--- src/rtl/jtframe_prog_banker_if.sv ---
// Bus bundle between the ioctl download port, the banker and the SDRAM prog port.
// master is the banker's view; slave is the view of the surrounding ioctl/SDRAM side.
interface jtframe_prog_banker_if #(
  parameter int SDRAMW = 22
);
  logic              downloading;
  logic [24:0]       ioctl_addr;
  logic [7:0]        ioctl_dout;
  logic              ioctl_wr;
  logic [SDRAMW-1:0] prog_addr;
  logic [15:0]       prog_data;
  logic [1:0]        prog_mask;
  logic [1:0]        prog_ba;
  logic              prog_we;
  logic              prog_ack;
  logic              prog_rdy;
  logic              dwnld_busy;
  logic              overflow;

  modport master (
    input  downloading, ioctl_addr, ioctl_dout, ioctl_wr, prog_ack, prog_rdy,
    output prog_addr, prog_data, prog_mask, prog_ba, prog_we, dwnld_busy, overflow
  );

  modport slave (
    output downloading, ioctl_addr, ioctl_dout, ioctl_wr, prog_ack, prog_rdy,
    input  prog_addr, prog_data, prog_mask, prog_ba, prog_we, dwnld_busy, overflow
  );
endinterface

--- src/rtl/jtframe_prog_banker.sv ---
// Converts the ioctl download byte stream into banked 16-bit SDRAM programming writes.
// Bytes are bank-decoded on entry, queued in a small FIFO and issued one at a time.
//
// state    | meaning
// ST_IDLE  | no request outstanding; pops the FIFO head when one is available
// ST_ISSUE | prog_we high, waiting for prog_ack
// ST_WAIT  | request accepted, waiting for prog_rdy
module jtframe_prog_banker #(
  parameter int          SDRAMW     = 22,
  parameter int          BANKS      = 4,
  parameter logic [24:0] BA1_START  = 25'h100000,
  parameter logic [24:0] BA2_START  = 25'h200000,
  parameter logic [24:0] BA3_START  = 25'h300000,
  parameter int          SWAB       = 0,
  parameter int          FIFO_DEPTH = 4
) (
  input  logic                  clk,
  input  logic                  rst_n,
  jtframe_prog_banker_if.master bus
);
  localparam int   AW       = $clog2(FIFO_DEPTH);
  localparam int   PW       = AW + 1;
  localparam int   EW       = 2 + SDRAMW + 1 + 8;
  localparam logic SWAB_BIT = (SWAB != 0);

  typedef enum logic [1:0] {ST_IDLE, ST_ISSUE, ST_WAIT} state_t;

  state_t            state, state_nxt;
  logic [PW-1:0]     wp, rp;
  logic [EW-1:0]     mem [FIFO_DEPTH];
  logic              empty, full, push_req, push, pop, drop;
  logic [1:0]        ba_sel;
  logic [SDRAMW:0]   base_sel, offset;
  logic [EW-1:0]     new_entry, head;
  logic [1:0]        head_ba;
  logic [SDRAMW-1:0] head_addr;
  logic              head_lsb;
  logic [7:0]        head_byte;

  logic [SDRAMW-1:0] addr_q, addr_nxt;
  logic [15:0]       data_q, data_nxt;
  logic [1:0]        mask_q, mask_nxt;
  logic [1:0]        ba_q, ba_nxt;
  logic              we_q, we_nxt;
  logic              busy_q, ovf_q, dl_q;

  assign empty    = (wp == rp);
  assign full     = (wp[PW-1] != rp[PW-1]) && (wp[AW-1:0] == rp[AW-1:0]);
  assign push_req = bus.ioctl_wr & bus.downloading;
  assign push     = push_req & (~full | pop);
  assign drop     = push_req & ~push;

  // Later matches override earlier ones, so the highest qualifying bank wins.
  always_comb begin
    ba_sel   = 2'd0;
    base_sel = '0;
    if (BANKS > 1 && bus.ioctl_addr >= BA1_START) begin
      ba_sel   = 2'd1;
      base_sel = BA1_START[SDRAMW:0];
    end
    if (BANKS > 2 && bus.ioctl_addr >= BA2_START) begin
      ba_sel   = 2'd2;
      base_sel = BA2_START[SDRAMW:0];
    end
    if (BANKS > 3 && bus.ioctl_addr >= BA3_START) begin
      ba_sel   = 2'd3;
      base_sel = BA3_START[SDRAMW:0];
    end
  end

  // Only the low SDRAMW+1 offset bits are kept, so the subtraction is done at that width.
  assign offset    = bus.ioctl_addr[SDRAMW:0] - base_sel;
  assign new_entry = {ba_sel, offset, bus.ioctl_dout};

  assign head      = mem[rp[AW-1:0]];
  assign head_ba   = head[EW-1 -: 2];
  assign head_addr = head[9 +: SDRAMW];
  assign head_lsb  = head[8];
  assign head_byte = head[7:0];

  always_ff @(posedge clk) begin
    if (push) mem[wp[AW-1:0]] <= new_entry;
  end

  always_ff @(posedge clk or negedge rst_n) begin
    if (!rst_n) begin
      wp <= '0;
      rp <= '0;
    end else begin
      if (push) wp <= wp + 1'b1;
      if (pop)  rp <= rp + 1'b1;
    end
  end

  always_comb begin
    state_nxt = state;
    addr_nxt  = addr_q;
    data_nxt  = data_q;
    mask_nxt  = mask_q;
    ba_nxt    = ba_q;
    we_nxt    = we_q;
    pop       = 1'b0;
    case (state)
      ST_IDLE: begin
        if (!empty) begin
          pop       = 1'b1;
          addr_nxt  = head_addr;
          ba_nxt    = head_ba;
          data_nxt  = {2{head_byte}};
          mask_nxt  = (head_lsb ^ SWAB_BIT) ? 2'b01 : 2'b10;
          we_nxt    = 1'b1;
          state_nxt = ST_ISSUE;
        end
      end
      ST_ISSUE: begin
        if (bus.prog_ack) begin
          we_nxt = 1'b0;
          if (bus.prog_rdy) begin
            mask_nxt  = 2'b11;
            state_nxt = ST_IDLE;
          end else begin
            state_nxt = ST_WAIT;
          end
        end
      end
      ST_WAIT: begin
        if (bus.prog_rdy) begin
          mask_nxt  = 2'b11;
          state_nxt = ST_IDLE;
        end
      end
      default: state_nxt = ST_IDLE;
    endcase
  end

  always_ff @(posedge clk or negedge rst_n) begin
    if (!rst_n) begin
      state  <= ST_IDLE;
      addr_q <= '0;
      data_q <= '0;
      mask_q <= 2'b11;
      ba_q   <= '0;
      we_q   <= 1'b0;
    end else begin
      state  <= state_nxt;
      addr_q <= addr_nxt;
      data_q <= data_nxt;
      mask_q <= mask_nxt;
      ba_q   <= ba_nxt;
      we_q   <= we_nxt;
    end
  end

  // Overflow survives the end of a download so software can inspect it afterwards.
  always_ff @(posedge clk or negedge rst_n) begin
    if (!rst_n) begin
      busy_q <= 1'b0;
      ovf_q  <= 1'b0;
      dl_q   <= 1'b0;
    end else begin
      busy_q <= bus.downloading | ~empty | (state != ST_IDLE);
      dl_q   <= bus.downloading;
      if (drop)                           ovf_q <= 1'b1;
      else if (bus.downloading && !dl_q)  ovf_q <= 1'b0;
    end
  end

  assign bus.prog_addr  = addr_q;
  assign bus.prog_data  = data_q;
  assign bus.prog_mask  = mask_q;
  assign bus.prog_ba    = ba_q;
  assign bus.prog_we    = we_q;
  assign bus.dwnld_busy = busy_q;
  assign bus.overflow   = ovf_q;
endmodule

--- src/flat_wrapper.sv ---
// flat-port wrapper written by rule: the top's interface ports become plain ports
module jtframe_prog_banker_flat 
#(
  parameter int          SDRAMW     = 22,
  parameter int          BANKS      = 4,
  parameter logic [24:0] BA1_START  = 25'h100000,
  parameter logic [24:0] BA2_START  = 25'h200000,
  parameter logic [24:0] BA3_START  = 25'h300000,
  parameter int          SWAB       = 0,
  parameter int          FIFO_DEPTH = 4
)
  (clk, rst_n, bus_downloading, bus_ioctl_addr, bus_ioctl_dout, bus_ioctl_wr, bus_prog_ack, bus_prog_rdy, bus_prog_addr, bus_prog_data, bus_prog_mask, bus_prog_ba, bus_prog_we, bus_dwnld_busy, bus_overflow);
  jtframe_prog_banker_if #(.SDRAMW(SDRAMW)) bus_i ();
  input  logic clk;
  input  logic rst_n;
  input wire logic [$bits(bus_i.downloading)-1:0] bus_downloading;
  input wire logic [$bits(bus_i.ioctl_addr)-1:0] bus_ioctl_addr;
  input wire logic [$bits(bus_i.ioctl_dout)-1:0] bus_ioctl_dout;
  input wire logic [$bits(bus_i.ioctl_wr)-1:0] bus_ioctl_wr;
  input wire logic [$bits(bus_i.prog_ack)-1:0] bus_prog_ack;
  input wire logic [$bits(bus_i.prog_rdy)-1:0] bus_prog_rdy;
  output wire logic [$bits(bus_i.prog_addr)-1:0] bus_prog_addr;
  output wire logic [$bits(bus_i.prog_data)-1:0] bus_prog_data;
  output wire logic [$bits(bus_i.prog_mask)-1:0] bus_prog_mask;
  output wire logic [$bits(bus_i.prog_ba)-1:0] bus_prog_ba;
  output wire logic [$bits(bus_i.prog_we)-1:0] bus_prog_we;
  output wire logic [$bits(bus_i.dwnld_busy)-1:0] bus_dwnld_busy;
  output wire logic [$bits(bus_i.overflow)-1:0] bus_overflow;
  assign bus_i.downloading = bus_downloading;
  assign bus_i.ioctl_addr = bus_ioctl_addr;
  assign bus_i.ioctl_dout = bus_ioctl_dout;
  assign bus_i.ioctl_wr = bus_ioctl_wr;
  assign bus_i.prog_ack = bus_prog_ack;
  assign bus_i.prog_rdy = bus_prog_rdy;
  assign bus_prog_addr = bus_i.prog_addr;
  assign bus_prog_data = bus_i.prog_data;
  assign bus_prog_mask = bus_i.prog_mask;
  assign bus_prog_ba = bus_i.prog_ba;
  assign bus_prog_we = bus_i.prog_we;
  assign bus_dwnld_busy = bus_i.dwnld_busy;
  assign bus_overflow = bus_i.overflow;
  jtframe_prog_banker #(.SDRAMW(SDRAMW), .BANKS(BANKS), .BA1_START(BA1_START), .BA2_START(BA2_START), .BA3_START(BA3_START), .SWAB(SWAB), .FIFO_DEPTH(FIFO_DEPTH)) u_core (.clk(clk), .rst_n(rst_n), .bus(bus_i));
endmodule
--- config.mk ---
export PLATFORM = sky130hd
export DESIGN_NAME = jtframe_prog_banker_flat
export DESIGN_NICKNAME = d
export VERILOG_FILES = /design/src/rtl/jtframe_prog_banker_if.sv /design/src/rtl/jtframe_prog_banker.sv /design/src/flat_wrapper.sv
export SDC_FILE = /design/constraint.sdc
export NUM_CORES = 1
export LEC_CHECK = 0
export ABC_AREA = 1
export BUFFER_PORTS_ARGS = -buffer_cell sky130_fd_sc_hd__buf_2
export CAP_MARGIN = 10
export CORE_MARGIN = 1
export CORE_UTILIZATION = 52
export CTS_CLUSTER_DIAMETER = 120
export DETAILED_ROUTE_END_ITERATION = 8
export GPL_ROUTABILITY_DRIVEN = 0
export PLACE_DENSITY = 0.72
export SLEW_MARGIN = 40
export SYNTH_ARGS = -nofsm -noshare
export SYNTH_HDL_FRONTEND = slang
export SYNTH_SLANG_ARGS = --single-unit
export TNS_END_PERCENT = 20
--- constraint.sdc ---
create_clock -name clk -period 7.9 [get_ports clk]
set_clock_uncertainty 0.1 [all_clocks]
set_input_delay 1.58 -clock clk [delete_from_list [all_inputs] [get_ports clk]]
set_output_delay 1.58 -clock clk [all_outputs]
set_load 0.01 [all_outputs]
==> impl_metrics.csv, run 1 <==
group,metric,value,unit
power_and_ir_drop,power.density,406,nW/um^2
timing,rsz0062_at_grt,"no",
worst_hold_path,whs_path_depth,2,
synthesis,avgSynthCellArea,12.7,sq um
routing,wirelength,13700,microns
worst_hold_path,hold_class,"reg -> reg",
cells_and_area,final_layout_size_suffix_gt1_frac,0.315,
routing,drc,2,
synthesis,yosysTopAreaCellShare,0.539,
routing,avgRoutedWirePerCell,16.2,microns
placement,port_buffers,83,
die,die_h,121,microns
outcome,violations,"DRC",
timing,slew_violations,0,
cells_and_area,fin_util,0.624,
synthesis,synth_cell_types,29,
synthesis,ys_seq_area_frac,0.696,
cells_and_area,area_growth,17.3,%
setup_path,start_kind,"flop",
cells_and_area,fillers,1021,
synthesis,synthArstFlopShare,0.258,
global_routing,grt_overflow_total,0,
setup_path,r2r_end,"u_core.mem[2][21]",
clock_tree,hold_buffers,0,
setup_path,r2r_start,"u_core.rp[0]",
clock_tree,cts-root-buf,"clkbuf_16",
setup_path,worst-endpoint-arrival,3.24,ns
cells_and_area,n_antenna_cell,0,
clock_tree,clkLatencyLatePin,0.43,ns
routing,ant_nets,0,
setup_path,critPathKind,"reg -> reg",
die,core_area,13800,sq um
global_routing,antenna_found_initial,0,
synthesis,synth-seq-cells,178,
run,maxCapViolations,0,
timing,worst_slack,4.70,ns
placement,placed_cells,814,
clock_tree,tritoncts,"yes",
synthesis,synth.cell_area,7350,sq um
setup_path,r2r_slack,4.70,ns
global_routing,grtUsageTotal,0.202,
die,num_io_pins,84,
outcome,status,"finished with violations",
clock_tree,cts.sinks,178,
worst_hold_path,hp-start,"u_core.bus.prog_mask[1]",
synthesis,synth-edff-count,132,
clock_tree,post_cts_buffers,0,
synthesis,synth_cells,578,
routing,drt-pass1-iter-count,7,
synthesis,yosys_warnings,0,
power_and_ir_drop,p_leak,3.42,nW
synthesis,syn_nets,628,
synthesis,yosys_most_used_dff,"edfxtp_1",
power_and_ir_drop,total_power,3.50,mW
setup_path,r2r_cells,8,
die,die_area,14600,sq um
clock_tree,cts-resized-gates,0,
clock_tree,clk_pin_slew_worst_paths,0.06,ns
die,die_x,121,microns
cells_and_area,nets,703,
global_routing,grt_first_pass_wirelength,22000,microns
setup_path,cp.required,7.94,ns
timing,hold_viol,0,
timing,min_period,3.20,ns
cells_and_area,design_area,8620,sq um
routing,vias,4407,
clock_tree,cts_max_level,4,
die,num_rows,43,
placement,placed_area,7960,sq um
clock_tree,cts_buffers,17,
timing,setup_viol,0,
clock_tree,cts_buffer_depth,2,
routing,drt_iter0_drc,260,
cells_and_area,instances_no_fill,846,
synthesis,synth_top_area_cell,"edfxtp_1",
timing,fin_crit_sh,0.405,
timing,tightest_slew,0.703,ns
placement,hpwl,8530,microns
synthesis,ys_top_cells_by_area,"edfxtp_1 (54%), dfrtp_1 (15%), nand2_2 (5.3%)",
setup_path,endpoint_kind,"flop",
timing,relSlewSlack,0.531,
timing,max_freq,312,MHz
global_routing,grt_max_degree,70,
die,start_util,0.531,
timing,setup-tns-final,0,ns
setup_path,crit_path_max_fanout,69,
power_and_ir_drop,ir_drop,0.202,mV
routing,avgViaCountPerCell,5.21,
timing,fin_hold_ws,0.361,ns
placement,pre_cts_slack,4.62,ns
global_routing,grt_pass1_vias,4434,
worst_hold_path,hold_path_end,"u_core.bus.prog_mask[1]",
Yosys cell counts, types with 10 or more instances:
| cell type | number |
|---|---|
| nand2_2 | 62 |
| o22ai_1 | 19 |
| dfrtp_1 | 44 |
| nand3_1 | 11 |
| nor2_1 | 73 |
| o22ai_2 | 13 |
| o21ai_0 | 68 |
| ha_1 | 10 |
| nand2_1 | 68 |
| inv_1 | 23 |
| clkbuf_1 | 11 |
| edfxtp_1 | 132 |
| buf_4 | 13 |
logic make-up (layout without fill, tap and decap cells):
group,count (synthesis),in the layout,synth area share
and+or+nand+nor,221,221,0.142
adders and majority gates,11,11,0.0198
xor gates and xnor gates,5,5,0.00851
buffers and inverters,61,149,0.0477
AOI/OAI and AO/OA,102,102,0.0860
DFF,178,178,0.696
worst max-delay path, cell delays in order (launching register included):
cell	delay, ns
dfrtp_4	0.87
inv_4	0.42
nand2_1	0.15
nand2_1	0.13
nand3_1	0.20
nand2_2	0.22
nor2_4	0.38
buf_8	0.21
buf_16	0.16
layout by cell type (no fill, tap or decap), types with 2 or more instances in the layout:
| cell | instances |
|---|---|
| nand2_1 | 68 |
| nand2_2 | 62 |
| xnor2_1 | 3 |
| edfxtp_1 | 132 |
| nor2_4 | 4 |
| nor2_1 | 69 |
| nand3_1 | 11 |
| buf_4 | 2 |
| clkbuf_16 | 17 |
| o22ai_2 | 13 |
| bufinv_16 | 6 |
| dfrtp_1 | 43 |
| buf_2 | 82 |
| inv_1 | 23 |
| dfstp_2 | 2 |
| o22ai_1 | 19 |
| clkinv_2 | 4 |
| nand4_1 | 4 |
| ha_1 | 10 |
| buf_8 | 2 |
| buf_16 | 5 |
| clkinv_4 | 4 |
| o21ai_0 | 68 |
registers in the layout (all words and copies together), names as in the netlist:
signal and count:
u_core.bus.prog_mask 2, u_core.bus.overflow 1, u_core.bus.prog_addr 22, u_core.dl_q 1, u_core.bus.dwnld_busy 1, u_core.bus.prog_ba 2
u_core.state 2, u_core.wp 3, u_core.bus.prog_we 1, u_core.rp 3, u_core.mem 132, u_core.bus.prog_data 8
report_power, final:
group	switching, mW	total [mW]	leakage [nW]	internal [mW]
Combinational	0.793	1.23	1.35	0.439
Sequential	0.134	1.34	1.75	1.21
Clock	0.337	0.928	0.328	0.591
Total	1.26	3.50	3.42	2.24
how the worst max path moves through the flow:
stage	slack, ns	depth (start not counted)	startpoint	to
detailed placement	4.62	6	bus_downloading	u_core.mem[0][21]
CTS	4.70	7	u_core.rp[0]	u_core.mem[0][21]
finish	4.70	8	u_core.rp[0]	u_core.mem[2][21]
global placement	4.00	6	u_core.rp[0]	u_core.mem[3][21]
floorplan	4.14	4	bus_ioctl_wr	u_core.mem[0][0]
global route	4.45	7	u_core.rp[0]	u_core.mem[0][14]
layout make-up:
| type | instances | area, sq um | area share |
|---|---|---|---|
| Clock buffer | 17 | 425 | 0.0493 |
| Sequential cell | 178 | 5120 | 0.594 |
| Inverter | 26 | 108 | 0.0125 |
| Tap cell | 180 | 225 | 0.0261 |
| Clock inverter | 15 | 239 | 0.0277 |
| Multi-Input combinational cell | 339 | 1910 | 0.222 |
| Timing Repair Buffer | 91 | 593 | 0.0688 |
per-layer routing:
metal | GRT usage | up-vias | wire length [microns]
met4 | 0.0810 | 0 | 153
met2 | 0.338 | 112 | 6950
met1 | 0.253 | 2132 | 5960
met3 | 0.0512 | 12 | 665
li1 | - | 2151 | -
met5 | 0 | - | 0
Note: power is estimated with default switching activity, not from simulation.
==> inputs of run 2 (changes only) <==
==> constraint.sdc (replaced) <==
create_clock -name clk -period 3.15 [get_ports clk]
set_clock_uncertainty 0.1 [all_clocks]
set_input_delay 0.63 -clock clk [delete_from_list [all_inputs] [get_ports clk]]
set_output_delay 0.63 -clock clk [all_outputs]
set_load 0.01 [all_outputs]
==> impl_metrics.csv, run 2 (synthesized netlist as in run 1, its figures left out) <==
group,metric,value,unit
timing,max_freq,423,MHz
routing,highest_layer,"met4",
cells_and_area,seq_area,5120,sq um
setup_path,critPathKind,"reg -> reg",
setup_path,cpMaxStageDelayCell,"dfrtp_2",
setup_path,cp_cell_sequence,"inv_2 > nand2_1 > nand2_1 > nand3_1 > nand2_2 > nor2_4 > buf_4",
setup_path,worst-endpoint-arrival,2.33,ns
clock_tree,cts-root-buf,"clkbuf_16",
routing,route.met2.wl,7080,microns
timing,min_period,2.37,ns
clock_tree,cts_buffer_depth,2,
setup_path,crit_buf_inv,2,
setup_path,start_kind,"flop",
timing,setup_viol,0,
cells_and_area,nets,703,
cells_and_area,largest_register_ff_count,132,
timing,setup-tns-final,0,ns
die,num_rows,43,
global_routing,grt_first_pass_wirelength,22100,microns
global_routing,grtUsageTotal,0.204,
routing,avgRoutedWirePerCell,16.5,microns
setup_path,critPathMaxStageDelay,0.66,ns
clock_tree,clk_pin_slew_worst_paths,0.07,ns
cells_and_area,multi_input_area,1910,sq um
clock_tree,cts.sinks,178,
routing,met1_length,5930,microns
run,maxCapViolations,0,
routing,drt_iter0_drc,267,
cells_and_area,n_antenna_cell,0,
timing,relSlewSlack,0.555,
global_routing,grt_pass1_vias,4412,
placement,port_buffers,83,
cells_and_area,final_common_cell,"edfxtp_1",
cells_and_area,fin_util,0.611,
clock_tree,tritoncts,"yes",
routing,vias,4504,
worst_hold_path,hold_class,"in -> async",
timing,hold_viol,0,
clock_tree,cts_buffers,17,
clock_tree,post_cts_buffers,0,
routing,wl_met3,623,microns
clock_tree,cts_max_level,4,
power_and_ir_drop,ir_drop,0.559,mV
routing,avgViaCountPerCell,5.32,
die,die_h,121,microns
routing,wirelength,13900,microns
setup_path,cp_top_family,"simple AND/OR/NAND/NOR gates",
setup_path,cp_common_cell,"nand2_1",
placement,hpwl,8110,microns
clock_tree,hold_buffers,0,
clock_tree,cts-resized-gates,0,
setup_path,cp.required,3.11,ns
cells_and_area,final_layout_size_suffix_gt1_frac,0.317,
cells_and_area,fillers,1042,
die,core_area,13800,sq um
timing,rsz0062_at_grt,"no",
die,num_io_pins,84,
die,start_util,0.531,
global_routing,grt_max_degree,68,
die,die_x,121,microns
global_routing,antenna_found_initial,0,
setup_path,crit_path_max_fanout,33,
cells_and_area,final_cell_mix,"edfxtp_1 (132), buf_2 (82), nor2_1 (69), nand2_1 (68), o21ai_0 (68)",
clock_tree,clkLatencyLatePin,0.42,ns
routing,drc,0,
timing,tightest_slew,0.668,ns
routing,drt-pass1-iter-count,5,
global_routing,grt_overflow_total,0,
power_and_ir_drop,power.density,1020,nW/um^2
routing,ant_nets,0,
cells_and_area,area_growth,15.0,%
timing,slew_violations,0,
power_and_ir_drop,p_leak,3.35,nW
timing,fin_crit_sh,0.751,
die,die_area,14600,sq um
setup_path,endpoint_kind,"flop",
outcome,status,"completed",
[run 2: metal layers]
| metal | vias up | global-route usage |
|---|---|---|
| li1 | 2145 | - |
| met1 | 2220 | 0.247 |
| met2 | 121 | 0.347 |
| met3 | 18 | 0.0432 |
| met4 | 0 | 0.101 |
| met5 | - | 0 |
[run 2: metrics by stage]
step	hold WS, ns	instances	total power, mW	cell area, sq um	setup WS, ns
2_1_floorplan	0.234	578	5.88	7350	0.132
3_3_place_gp	0.351	814	6.42	7840	0.888
3_5_place_dp	0.353	814	6.52	7840	0.804
4_1_cts	0.0758	846	8.67	8450	0.791
5_1_grt	0.0965	846	9.13	8450	0.629
6_report	0.0705	846	8.59	8450	0.785
[run 2: path summary, 6_finish.rpt]
| path | start | cells past startpoint | slack, ns | to |
|---|---|---|---|---|
| max | u_core.rp[0] | 7 | 0.78 | u_core.mem[3][7] |
| min | rst_n | 1 | 0.07 | u_core.bus.prog_we |
| max reg2reg | u_core.rp[0] | 7 | 0.78 | u_core.mem[3][7] |
| min reg2reg | u_core.bus.prog_mask[1] | 2 | 0.36 | u_core.bus.prog_mask[1] |
| max in group asynchronous | rst_n | 2 | 2.31 | u_core.bus.prog_data[7] |
| min in group clk | bus_downloading | 1 | 0.25 | u_core.dl_q |
[run 2: layout make-up]
| type | count | area share |
|---|---|---|
| flip-flops and latches | 178 | 0.606 |
| multi-input cells | 339 | 0.226 |
| repair buffers | 91 | 0.0566 |
| clock buffers | 19 | 0.0549 |
| well taps | 180 | 0.0267 |
| clock inverters | 13 | 0.0176 |
| inverters | 26 | 0.0124 |
[run 2: where the power goes]
part / switching [mW] / internal (mW)
combinational: 2.09 / 1.07
clock: 0.894 / 1.25
sequential: 0.262 / 3.03
==> inputs of run 3 (changes only) <==
--- a/config.mk
+++ b/config.mk
@@ -13,7 +13,7 @@
 export CTS_CLUSTER_DIAMETER = 120
 export DETAILED_ROUTE_END_ITERATION = 8
 export GPL_ROUTABILITY_DRIVEN = 0
-export PLACE_DENSITY = 0.72
+export PLACE_DENSITY = 0.75
 export SLEW_MARGIN = 40
 export SYNTH_ARGS = -nofsm -noshare
 export SYNTH_HDL_FRONTEND = slang
==> constraint.sdc (replaced) <==
create_clock -name clk -period 2 [get_ports clk]
set_clock_uncertainty 0.1 [all_clocks]
set_input_delay 0.4 -clock clk [delete_from_list [all_inputs] [get_ports clk]]
set_output_delay 0.4 -clock clk [all_outputs]
set_load 0.01 [all_outputs]
==> impl_metrics.csv, run 3 (synthesized netlist as in run 1, its figures left out) <==
group,metric,value,unit
cells_and_area,largest_register_ff_count,132,
cells_and_area,fin_util,0.628,
setup_path,crit_path_max_fanout,24,
run,maxCapViolations,0,
timing,fin_crit_sh,0.911,
routing,drt_iter0_drc,387,
routing,drt-pass1-iter-count,8,
timing,setup-tns-final,0,ns
routing,avgRoutedWirePerCell,16.8,microns
global_routing,grt_max_degree,68,
die,start_util,0.531,
timing,relSlewSlack,0.548,
clock_tree,clk_pin_slew_worst_paths,0.06,ns
clock_tree,tritoncts,"yes",
placement,placed_area,8070,sq um
setup_path,endpoint_kind,"flop",
global_routing,grt_pass1_vias,4534,
timing,max_freq,549,MHz
cells_and_area,area_growth,18.1,%
clock_tree,cts.sinks,178,
global_routing,grt_first_pass_wirelength,23300,microns
cells_and_area,instances_no_fill,858,
setup_path,worst-endpoint-arrival,1.85,ns
routing,ant_nets,0,
power_and_ir_drop,ir_drop,0.826,mV
timing,slew_violations,0,
setup_path,critPathKind,"reg -> reg",
die,die_area,14600,sq um
timing,tightest_slew,0.679,ns
timing,rsz0062_at_grt,"no",
routing,wirelength,14400,microns
setup_path,cpMaxStageDelayCell,"dfrtp_1",
setup_path,r2r_cells,7,
clock_tree,post_cts_buffers,0,
routing,vias,4606,
timing,fin_hold_ws,0.0244,ns
worst_hold_path,whs_path_depth,1,
global_routing,antenna_found_initial,0,
routing,avgViaCountPerCell,5.37,
timing,setup_viol,0,
die,num_io_pins,84,
setup_path,cp_cell_sequence,"inv_1 > nand2_1 > nand2_1 > nand3_2 > nand2_4 > nor2_4 > buf_12",
clock_tree,cts_buffers,17,
clock_tree,cts-root-buf,"clkbuf_16",
power_and_ir_drop,total_power,13.8,mW
global_routing,grtUsageTotal,0.216,
timing,min_period,1.82,ns
die,die_x,121,microns
setup_path,cp_num_cells,7,
power_and_ir_drop,p_leak,3.45,nW
cells_and_area,design_area,8680,sq um
power_and_ir_drop,power.density,1590,nW/um^2
placement,pre_cts_slack,0.0322,ns
placement,placed_cells,825,
timing,hold_viol,0,
setup_path,cp_common_cell,"nand2_1",
outcome,status,"completed",
clock_tree,cts_max_level,4,
setup_path,cp.required,2.02,ns
die,num_rows,43,
cells_and_area,final_cell_mix,"edfxtp_1 (132), buf_2 (83), nor2_1 (69), nand2_1 (68), o21ai_0 (68)",
setup_path,critPathMaxStageDelay,0.41,ns
clock_tree,cts_buffer_depth,2,
timing,worst_slack,0.178,ns
placement,hpwl,8680,microns
worst_hold_path,hold_class,"in -> reg",
clock_tree,clkLatencyLatePin,0.43,ns
placement,port_buffers,83,
die,core_area,13800,sq um
setup_path,crit_buf_inv,2,
die,die_h,121,microns
routing,drc,0,
setup_path,start_kind,"flop",
setup_path,cp_top_family,"simple AND/OR/NAND/NOR gates",
cells_and_area,nets,715,
cells_and_area,final_layout_size_suffix_gt1_frac,0.324,
cells_and_area,n_antenna_cell,0,
cells_and_area,final_common_cell,"edfxtp_1",
global_routing,grt_overflow_total,0,
-- run 3: cell count changes in the layout (fill, tap and decap cells not counted), moves of 2 or more --
cell / before / now
clkbuf_1: 0 / 4
clkinv_4: 3 / 1
clkbuf_8: 1 / 4
inv_6: 4 / 1
buf_12: 0 / 10
clkinvlp_4: 3 / 1
-- run 3: path summary, 6_finish.rpt --
kind / from / endpoint / slack (ns)
min in group asynchronous: rst_n / u_core.bus.prog_addr[13] / 0.41
max in group asynchronous: rst_n / u_core.bus.prog_mask[1] / 0.75
max: u_core.wp[0] / u_core.mem[3][2] / 0.18
max reg2reg: u_core.wp[0] / u_core.mem[3][2] / 0.18
min: bus_downloading / u_core.dl_q / 0.02
min reg2reg: u_core.bus.prog_mask[0] / u_core.bus.prog_mask[0] / 0.36
-- run 3: repair_timing --
| action | in CTS | in global routing |
|---|---|---|
| hold buffers | 1 | 0 |
| gates resized for setup | 0 | 0 |
| endpoints found under the hold margin | 17 | 0 |
-- run 3: cell type report --
class | count | area, sq um
clock buffers | 27 | 546
clock inverters | 5 | 60.1
fillers | 1013 | 5150
inverters | 26 | 105
multi-input cells | 339 | 1930
flip-flops and latches | 178 | 5120
well taps | 180 | 225
repair buffers | 103 | 693
-- run 3: worst reg2reg max path: cells and delay by family (launching register included) --
family | cells | cell delay, ns
flops | 1 | 0.41
buf+inv | 2 | 0.33
simple gates | 5 | 0.68
-- run 3: report_power, final --
group / switching (mW) / total (mW) / internal [mW]
logic: 3.44 / 5.38 / 1.94
registers: 0.369 / 5.15 / 4.78
clock network: 1.30 / 3.30 / 2.00
total: 5.11 / 13.8 / 8.72
-- run 3: routing by layer --
layer | track usage | share of wire
met1 | 0.276 | 0.43
met4 | 0.104 | 0.018
met5 | 0 | 0
met3 | 0.0508 | 0.048
met2 | 0.348 | 0.51
